--- src/rtl/i_raster_scan_ctrl_if.sv ---
// i_raster_scan_ctrl_if: pixel memory read request/acknowledge channel
interface i_raster_scan_ctrl_if #(
    parameter int ADDR_W = 26
) ();
    logic              mem_req;
    logic [ADDR_W-1:0] mem_addr;
    logic              mem_ack;
    modport master (output mem_req, output mem_addr, input mem_ack);
    modport slave  (input mem_req, input mem_addr, output mem_ack);
endinterface

--- src/rtl/i_raster_scan_ctrl.sv ---
// i_raster_scan_ctrl: raster-order pixel read sequencer with req/ack memory handshake
module i_raster_scan_ctrl #(
    parameter int DIM_W  = 13,
    parameter int ADDR_W = 26
) (
    input  logic                 clk,
    input  logic                 n_rst,
    input  logic                 start,
    input  logic                 abort,
    input  logic [DIM_W-1:0]     img_width,
    input  logic [DIM_W-1:0]     img_height,
    input  logic [ADDR_W-1:0]    base_addr,
    i_raster_scan_ctrl_if.master mem,
    output logic                 pix_valid,
    output logic [DIM_W-1:0]     pix_col,
    output logic [DIM_W-1:0]     pix_row,
    output logic                 line_end,
    output logic                 frame_done,
    output logic                 busy,
    output logic                 cfg_err
);
    typedef enum logic [1:0] {IDLE, SCAN, DONE} state_t;
    state_t              state;
    logic [DIM_W-1:0]    col, row, w, h;
    logic [ADDR_W-1:0]   addr;
    logic                req;
    logic                last_col, last_row;
    assign last_col     = col == w - DIM_W'(1);
    assign last_row     = row == h - DIM_W'(1);
    assign mem.mem_req  = req;
    assign mem.mem_addr = addr;
    // The frame is contiguous in memory, so the address simply increments per pixel.
    always_ff @(posedge clk or negedge n_rst) begin
        if (!n_rst) begin
            state      <= IDLE;
            col        <= '0;
            row        <= '0;
            w          <= '0;
            h          <= '0;
            addr       <= '0;
            req        <= 1'b0;
            busy       <= 1'b0;
            pix_valid  <= 1'b0;
            pix_col    <= '0;
            pix_row    <= '0;
            line_end   <= 1'b0;
            frame_done <= 1'b0;
            cfg_err    <= 1'b0;
        end else begin
            pix_valid  <= 1'b0;
            line_end   <= 1'b0;
            frame_done <= 1'b0;
            cfg_err    <= 1'b0;
            if (abort) begin
                state <= IDLE;
                req   <= 1'b0;
                busy  <= 1'b0;
            end else begin
                case (state)
                    IDLE: if (start) begin
                        if (img_width != '0 && img_height != '0) begin
                            state <= SCAN;
                            w     <= img_width;
                            h     <= img_height;
                            col   <= '0;
                            row   <= '0;
                            addr  <= base_addr;
                            req   <= 1'b1;
                            busy  <= 1'b1;
                        end else begin
                            cfg_err <= 1'b1;
                        end
                    end
                    SCAN: if (mem.mem_ack) begin
                        pix_valid <= 1'b1;
                        pix_col   <= col;
                        pix_row   <= row;
                        line_end  <= last_col;
                        addr      <= addr + ADDR_W'(1);
                        col       <= last_col ? '0 : col + DIM_W'(1);
                        row       <= last_col ? row + DIM_W'(1) : row;
                        if (last_col && last_row) begin
                            state      <= DONE;
                            req        <= 1'b0;
                            frame_done <= 1'b1;
                        end
                    end
                    DONE: begin
                        state <= IDLE;
                        busy  <= 1'b0;
                    end
                    default: state <= IDLE;
                endcase
            end
        end
    end
endmodule

--- src/flat_wrapper.sv ---
// flat-port wrapper written by rule: the top's interface ports become plain ports
module i_raster_scan_ctrl_flat 
#(
    parameter int DIM_W  = 13,
    parameter int ADDR_W = 26
)
  (clk, n_rst, start, abort, img_width, img_height, base_addr, pix_valid, pix_col, pix_row, line_end, frame_done, busy, cfg_err, mem_mem_req, mem_mem_addr, mem_mem_ack);
  i_raster_scan_ctrl_if #(.ADDR_W(ADDR_W)) mem_i ();
  input  logic clk;
  input  logic n_rst;
  input  logic start;
  input  logic abort;
  input  logic [DIM_W-1:0] img_width;
  input  logic [DIM_W-1:0] img_height;
  input  logic [ADDR_W-1:0] base_addr;
  output logic pix_valid;
  output logic [DIM_W-1:0] pix_col;
  output logic [DIM_W-1:0] pix_row;
  output logic line_end;
  output logic frame_done;
  output logic busy;
  output logic cfg_err;
  output wire logic [$bits(mem_i.mem_req)-1:0] mem_mem_req;
  output wire logic [$bits(mem_i.mem_addr)-1:0] mem_mem_addr;
  input wire logic [$bits(mem_i.mem_ack)-1:0] mem_mem_ack;
  assign mem_mem_req = mem_i.mem_req;
  assign mem_mem_addr = mem_i.mem_addr;
  assign mem_i.mem_ack = mem_mem_ack;
  i_raster_scan_ctrl #(.DIM_W(DIM_W), .ADDR_W(ADDR_W)) u_core (.clk(clk), .n_rst(n_rst), .start(start), .abort(abort), .img_width(img_width), .img_height(img_height), .base_addr(base_addr), .mem(mem_i), .pix_valid(pix_valid), .pix_col(pix_col), .pix_row(pix_row), .line_end(line_end), .frame_done(frame_done), .busy(busy), .cfg_err(cfg_err));
endmodule
--- config.mk ---
export PLATFORM = sky130hd
export DESIGN_NAME = i_raster_scan_ctrl_flat
export DESIGN_NICKNAME = d
export VERILOG_FILES = /design/src/rtl/i_raster_scan_ctrl_if.sv /design/src/rtl/i_raster_scan_ctrl.sv /design/src/flat_wrapper.sv
export SDC_FILE = /design/constraint.sdc
export NUM_CORES = 1
export LEC_CHECK = 0
export BUFFER_PORTS_ARGS = -buffer_cell sky130_fd_sc_hd__buf_2
export CAP_MARGIN = 15
export CORE_ASPECT_RATIO = 2
export CORE_MARGIN = 1
export CORE_UTILIZATION = 40
export CTS_CLUSTER_DIAMETER = 80
export CTS_CLUSTER_SIZE = 8
export DETAILED_ROUTE_END_ITERATION = 7
export PLACE_DENSITY = 0.66
export SYNTH_ARGS = -nofsm -noshare
export SYNTH_HDL_FRONTEND = slang
export SYNTH_SLANG_ARGS = --single-unit
--- constraint.sdc ---
create_clock -name clk -period 7.88 [get_ports clk]
set_clock_uncertainty 0.15 [all_clocks]
set_input_delay 1.182 -clock clk [delete_from_list [all_inputs] [get_ports clk]]
set_output_delay 1.182 -clock clk [all_outputs]
set_load 0.1 [all_outputs]
==> results of run 1 <==
==> Yosys cell counts, types with 3 or more instances <==
cell type / n / area, um2
inv_1: 17 / 63.81
o211ai_1: 5 / 37.54
a21oi_1: 50 / 250.2
o21ai_0: 41 / 205.2
nand4_1: 19 / 118.9
or2_2: 9 / 56.30
clkbuf_1: 33 / 123.9
o22ai_1: 17 / 106.4
nor3_1: 20 / 100.1
o31ai_1: 6 / 45.04
ha_1: 5 / 62.56
dfrtp_1: 112 / 2803
a31oi_1: 3 / 18.77
and2_1: 9 / 56.30
buf_2: 3 / 15.01
nand2b_1: 3 / 18.77
mux2i_1: 9 / 90.09
xor2_1: 17 / 148.9
nand2_1: 180 / 675.7
nor4_1: 6 / 37.54
xnor2_1: 20 / 175.2
or3_1: 8 / 50.05
and3_1: 10 / 62.56
or4_1: 6 / 45.04
nor2_1: 45 / 168.9
nand3_1: 21 / 105.1
==> worst max-delay path: stages (launching register included) <==
cell	delay, ps
dfrtp_1	490
inv_1	120
ha_1	370
or3b_1	450
nor4b_1	280
o21ai_0	150
a211o_1	270
o41a_1	520
nor2_1	750
o2bb2ai_1	160
==> through the flow <==
step / util, % / instance area, um2 / total power [mW] / cells
after floorplan: - / 6162 / 1.491 / 729
after global placement: 46.28 / 6894 / 1.679 / 1006
after detailed placement: 46.28 / 6894 / 1.686 / 1006
after CTS: 48.16 / 7176 / 2.133 / 1022
after global routing: 48.27 / 7191 / 2.230 / 1023
final: 48.27 / 7191 / 2.123 / 1023
==> layout by cell type (no fill, tap or decap), drive strengths merged, types with 4 or more instances in the layout <==
master and instances:
a21oi 50, and2 10, and3 10, buf 122
clkbuf 9, clkinv 4, dfrtp 112, ha 5
inv 18, mux2i 9, nand2 180, nand3 21
nand4 19, nor2 46, nor3 20, nor4 8
o211ai 5, o21ai 41, o22ai 17, o31ai 6
or2 9, or3 8, or4 7, xnor2 20
xor2 17
==> layer usage <==
layer	GRT usage (%)	up-vias	wire, um
li1	-	2750	-
met1	26.04	2675	7061
met2	38.24	170	8448
met3	3.085	20	685
met4	8.402	0	341
met5	0	-	0
==> power breakdown <==
group	switching (mW)	internal [mW]	total, mW	leakage (nW)
Clock	0.224	0.218	0.442	0.130
Sequential	0.137	0.666	0.803	1.45
Combinational	0.654	0.224	0.878	1.81
Total	1.02	1.11	2.12	3.39
==> worst paths after layout <==
check,startpoint,end,depth (start not counted)
setup / recovery,u_core.w[0],u_core.row[1],9
hold / removal,u_core.pix_row[10],u_core.pix_row[10],2
setup reg to reg,u_core.w[0],u_core.row[1],9
hold reg to reg,u_core.pix_row[10],u_core.pix_row[10],2
max in group asynchronous,n_rst,u_core.col[10],2
min in group asynchronous,n_rst,u_core.mem.mem_addr[22],1
==> state kept, by name, indices dropped and copies added, names as in the netlist <==
signal and cells:
u_core.busy 1, u_core.cfg_err 1, u_core.col 13, u_core.frame_done 1
u_core.h 13, u_core.line_end 1, u_core.mem.mem_addr 26, u_core.mem.mem_req 1
u_core.pix_col 13, u_core.pix_row 13, u_core.pix_valid 1, u_core.row 13
u_core.state 2, u_core.w 13
==> final cells by class <==
class | instances | area, um2
Clock inverter | 7 | 56.30
Clock buffer | 9 | 225.2
Sequential cell | 112 | 2803
Multi-Input combinational cell | 560 | 3154
Tap cell | 195 | 244.0
Inverter | 18 | 67.56
Fill cell | 1449 | 7707
Timing Repair Buffer | 122 | 640.6
==> cells by family (layout without fill, tap and decap cells) <==
| kind of cell | count (synthesis) | after routing | synth area share [%] |
|---|---|---|---|
| multiplexers | 9 | 9 | 1.462 |
| AND/OR/NAND/NOR | 352 | 352 | 26.76 |
| adder cells (fa/ha/maj) | 5 | 5 | 1.015 |
| flip-flops | 112 | 112 | 45.48 |
| AO/OA/AOI/OAI | 156 | 156 | 16.00 |
| buffers and inverters | 57 | 156 | 3.655 |
| XOR/XNOR | 38 | 38 | 5.624 |
==> summary.txt, run 1 <==
STA
  – Worst Tran Pin Value: 942.3 ps
  – Fin Setup TNS: 0 ps
  – Fin Hold WS: 326.2 ps
  – Final WS setup: 4039 ps
  – Final setup vio count: 0
  – Achievable frequency: 260.3 MHz
  – Final Hold Fails: 0
  – Max-slew violations: 0
  – Period utilization: 48.75%
  – RSZ-0062 raised after global routing: false
  – Min Tclk post-route: 3841 ps
  – Normalized max-slew margin: 37.18%

Critical path
  – Worst path arrival time: 3900 ps
  – Setup crit start kind: flop
  – CP required: 7940 ps
  – R2R setup slack: 4040 ps
  – Setup Crit Path Kind: reg -> reg
  – Worst-path fanout max: 15
  – Critical Path Sink Type: flop

Power and ir drop
  – Peak supply drop: 0.3041 mV
  – Pleak: 3.388 nW
  – PwrDens: 295.3 nW/um2

Routing
  – # DRC: 0
  – Via/cell ratio: 5.489
  – DRT Pass-1 Iters: 5
  – DRT iter0 DRCs: 255
  – WL/cell: 16.17 um
  – Via count: 5,615
  – Routed wire length: 16.54 mm
  – Final ANT Viol Nets: 0

Finish
  – Area Overhead vs Synth: 16.69%
  – Antenna diode count: 0
  – Nets: 885
  – Share of layout cells above drive strength 1: 19.32%

Synth
  – #FFs+latches synth: 112
  – Sequential-to-total area share from yosys stat: 45.48%
  – Synth async-reset ratio: 100.0%
  – Syn_nets: 791
  – Netlist cell types: 67
  – Average footprint of a synthesized cell: 8.453 um2
  – Post-synth EDFFs: 0
  – Syn Inst Count: 729
  – Top_reg_cell synth: dfrtp_1
  – Netlist area before placement: 6162 um2
  – Synth warn: 0

Placement
  – Port bufs: 114
  – Pre-CTS WS: 3542 ps
  – Gpl congestion: 0.8756
  – Post-DP HPWL: 11.72 mm

Floorplanning
  – Die width: 89.77 um
  – Die Y: 177.5 um
  – Starting Density: 41.36%
  – Ports: 115
  – FP Rows: 63
  – Die area: 15,940 um2
  – Placeable core area: 14,900 um2

Clock network
  – CTS H-tree lvls: 3
  – Cts repair resizes: 0
  – Clk_lat worst skew: 360 ps
  – CTS clk-pin slew, worst paths: 80 ps
  – CTS tree: built
  – CTS Buffer Depth: 2
  – Sink Count: 112
  – Hold buffers post-CTS: 0
  – Setup bufs post-CTS: 0
  – Cts bufs inserted: 9
  – Root Buffer: clkbuf_16

Global route
  – Largest net degree at the start of global routing: 74
  – Initial antenna violation count: 0
  – First-pass GRT wire length: 27.57 mm
  – Total grt overflow: 0
  – Gr usage total: 21.49%
  – Vias in the first global route: 5,686

Flow run
  – Max Cap Viol: 0

Min path
  – Min-delay worst type: reg -> reg

Run status
  – Outcome: complete, no violations
Power figures use the tool's default switching activity.
==> inputs of run 2 (changes only) <==
--- a/config.mk
+++ b/config.mk
@@ -5,6 +5,7 @@
 export SDC_FILE = /design/constraint.sdc
 export NUM_CORES = 1
 export LEC_CHECK = 0
+export ABC_AREA = 1
 export BUFFER_PORTS_ARGS = -buffer_cell sky130_fd_sc_hd__buf_2
 export CAP_MARGIN = 15
 export CORE_ASPECT_RATIO = 2
@@ -13,7 +14,7 @@
 export CTS_CLUSTER_DIAMETER = 80
 export CTS_CLUSTER_SIZE = 8
 export DETAILED_ROUTE_END_ITERATION = 7
-export PLACE_DENSITY = 0.66
+export PLACE_DENSITY = 0.68
 export SYNTH_ARGS = -nofsm -noshare
 export SYNTH_HDL_FRONTEND = slang
 export SYNTH_SLANG_ARGS = --single-unit
==> constraint.sdc (replaced) <==
create_clock -name clk -period 3.4 [get_ports clk]
set_clock_uncertainty 0.15 [all_clocks]
set_input_delay 0.51 -clock clk [delete_from_list [all_inputs] [get_ports clk]]
set_output_delay 0.51 -clock clk [all_outputs]
set_load 0.1 [all_outputs]
==> summary.txt, run 2 <==
Global route
  – Gr usage total: 22.70%
  – Total grt overflow: 0
  – Vias in the first global route: 6,193
  – Initial antenna violation count: 0
  – Largest net degree at the start of global routing: 56
  – First-pass GRT wire length: 29.73 mm

Finish
  – Share of layout cells above drive strength 1: 17.38%
  – Final core occ: 47.91%
  – Area Overhead vs Synth: 16.37%
  – Nets: 1,064
  – Max reg flops: 26
  – Commonest non-fill, non-tap cell in the layout: nand2_1
  – Final std cells w/o fill: 1,208
  – Final design instance area without fill: 7597 um2
  – Most frequent cells in the layout: nand2_1, buf_2, dfrtp_1
  – Antenna diode count: 0

STA
  – RSZ-0062 raised after global routing: false
  – Final setup vio count: 0
  – Fin Setup TNS: 0 ps
  – Period utilization: 76.21%
  – Normalized max-slew margin: 37.92%
  – Fin Hold WS: 37.14 ps
  – Min Tclk post-route: 2591 ps
  – Worst Tran Pin Value: 929.9 ps
  – Achievable frequency: 386.0 MHz
  – Final Hold Fails: 0
  – Max-slew violations: 0

Clock network
  – Sink Count: 112
  – Cts repair resizes: 0
  – Clk_lat worst skew: 360 ps
  – CTS Buffer Depth: 2
  – CTS H-tree lvls: 3
  – Root Buffer: clkbuf_16
  – CTS clk-pin slew, worst paths: 70 ps
  – Hold buffers post-CTS: 0
  – CTS tree: built
  – Setup bufs post-CTS: 0
  – Cts bufs inserted: 9

Critical path
  – Setup Crit Path Kind: reg -> reg
  – Worst path arrival time: 2690 ps
  – Worst-path fanout max: 30
  – R2R setup slack: 810 ps
  – CP required: 3500 ps
  – Critical Path Sink Type: flop
  – Setup crit start kind: flop

Routing
  – WL/cell: 14.96 um
  – # DRC: 0
  – DRT iter0 DRCs: 318
  – Via/cell ratio: 5.142
  – DRT Pass-1 Iters: 5
  – Final ANT Viol Nets: 0
  – Via count: 6,212
  – Routed wire length: 18.07 mm

Power and ir drop
  – PwrDens: 897.7 nW/um2
  – Peak supply drop: 0.3258 mV
  – Pleak: 3.779 nW

Floorplanning
  – Die area: 16,870 um2
  – Ports: 115
  – Placeable core area: 15,860 um2
  – Die width: 92.34 um
  – FP Rows: 65
  – Die Y: 182.7 um
  – Starting Density: 41.17%

Synth
  – Top post-synthesis cells by area: dfrtp_1, nand2_1, o21ai_0, nor2_1, inv_1
  – Netlist area before placement: 6529 um2
  – Syn Inst Count: 900
  – Netlist cell types: 44
  – Post-synth EDFFs: 0
  – Yosys top cell by area: dfrtp_1
  – Synth async-reset ratio: 100.0%
  – Sequential-to-total area share from yosys stat: 42.93%
  – Share of the synthesized area in the top cell type: 42.93%
  – Top_reg_cell synth: dfrtp_1
  – Post-synth top cells: nand2_1, dfrtp_1, nor2_1
  – #FFs+latches synth: 112
  – Synth warn: 0
  – Average footprint of a synthesized cell: 7.254 um2
  – Syn_nets: 962
  – Most numerous cell in the Yosys netlist: nand2_1

Min path
  – Min-delay worst type: in -> async

Placement
  – Placed Area: 7271 um2
  – Post-DP HPWL: 13.81 mm
  – Placed Cells: 1,192
  – Gpl congestion: 0.8863
  – Port bufs: 114

Run status
  – Outcome: complete, no violations

Flow run
  – Max Cap Viol: 0
-- run 2: cell types whose count changed in the layout (fill, tap and decap cells not counted), sizes merged, moves of 11 or more --
| cell | previous run | this run |
|---|---|---|
| nand3 | 21 | 54 |
| inv | 18 | 96 |
| nor2 | 46 | 100 |
| nand2 | 180 | 286 |
| o22ai | 17 | 3 |
| xnor2 | 20 | 8 |
| a21oi | 50 | 14 |
| o21ai | 41 | 94 |
| nand4 | 19 | 8 |
-- run 2: through the flow --
step | worst slack (ps) | power [mW]
after detailed placement | 665.9 | 5.669
after floorplan | 635.5 | 4.933
after global placement | 671.2 | 5.618
after CTS | 785.8 | 6.851
after global routing | 576.9 | 7.262
final | 809.0 | 6.820
-- run 2: per-layer routing --
metal	up-vias	part of all wire [%]	GRT usage, %
li1	3082	-	-
met1	2917	37	23.04
met2	155	55	42.79
met3	58	3.1	2.833
met4	0	5.5	13.94
met5	-	0	0
-- run 2: worst paths after layout --
| kind | cells after the start | to | startpoint |
|---|---|---|---|
| min in group clk | 3 | u_core.h[4] | img_height[4] |
| max in group asynchronous | 2 | u_core.h[8] | n_rst |
| worst max register to register | 12 | u_core.col[12] | u_core.w[0] |
| worst max-delay path | 12 | u_core.col[12] | u_core.w[0] |
| worst min-delay path | 1 | u_core.w[2] | n_rst |
| worst min register to register | 2 | u_core.pix_row[5] | u_core.pix_row[5] |
-- run 2: report_power, final --
group          leakage, nW  switching [mW]  internal, mW  total [mW]
sequential            1.46           0.436          1.69        2.13
clock                0.153           0.524         0.655        1.18
combinational         2.17            2.71         0.800        3.51
-- run 2: cell families after synthesis --
| logic type | after synthesis | share of synthesized area [%] |
|---|---|---|
| fa+ha+maj | 5 | 0.9582 |
| flops | 112 | 42.93 |
| buf+inv | 124 | 7.723 |
| xor+xnor | 36 | 5.040 |
| simple gates | 491 | 32.10 |
| compound gates | 132 | 11.25 |
-- run 2: area by class of cell --
class                      count  area, um2
clock inverter                 7      101.3
multi-input combinational    664       3222
inverter                      93      349.1
fill                        1634       8262
tap                          201      251.5
timing repair buffer         122      645.6
sequential                   112       2803
clock buffer                   9      225.2
-- run 2: worst max-delay path: stages (launching register included) --
cell,delay [ps]
dfrtp_1,390
inv_2,90
ha_1,240
nand3_4,130
nor2_4,170
nand2_1,60
nand2_1,60
nand2_1,60
nor2_2,90
nand3_2,140
o21ai_4,340
nand2_4,270
and3_1,270
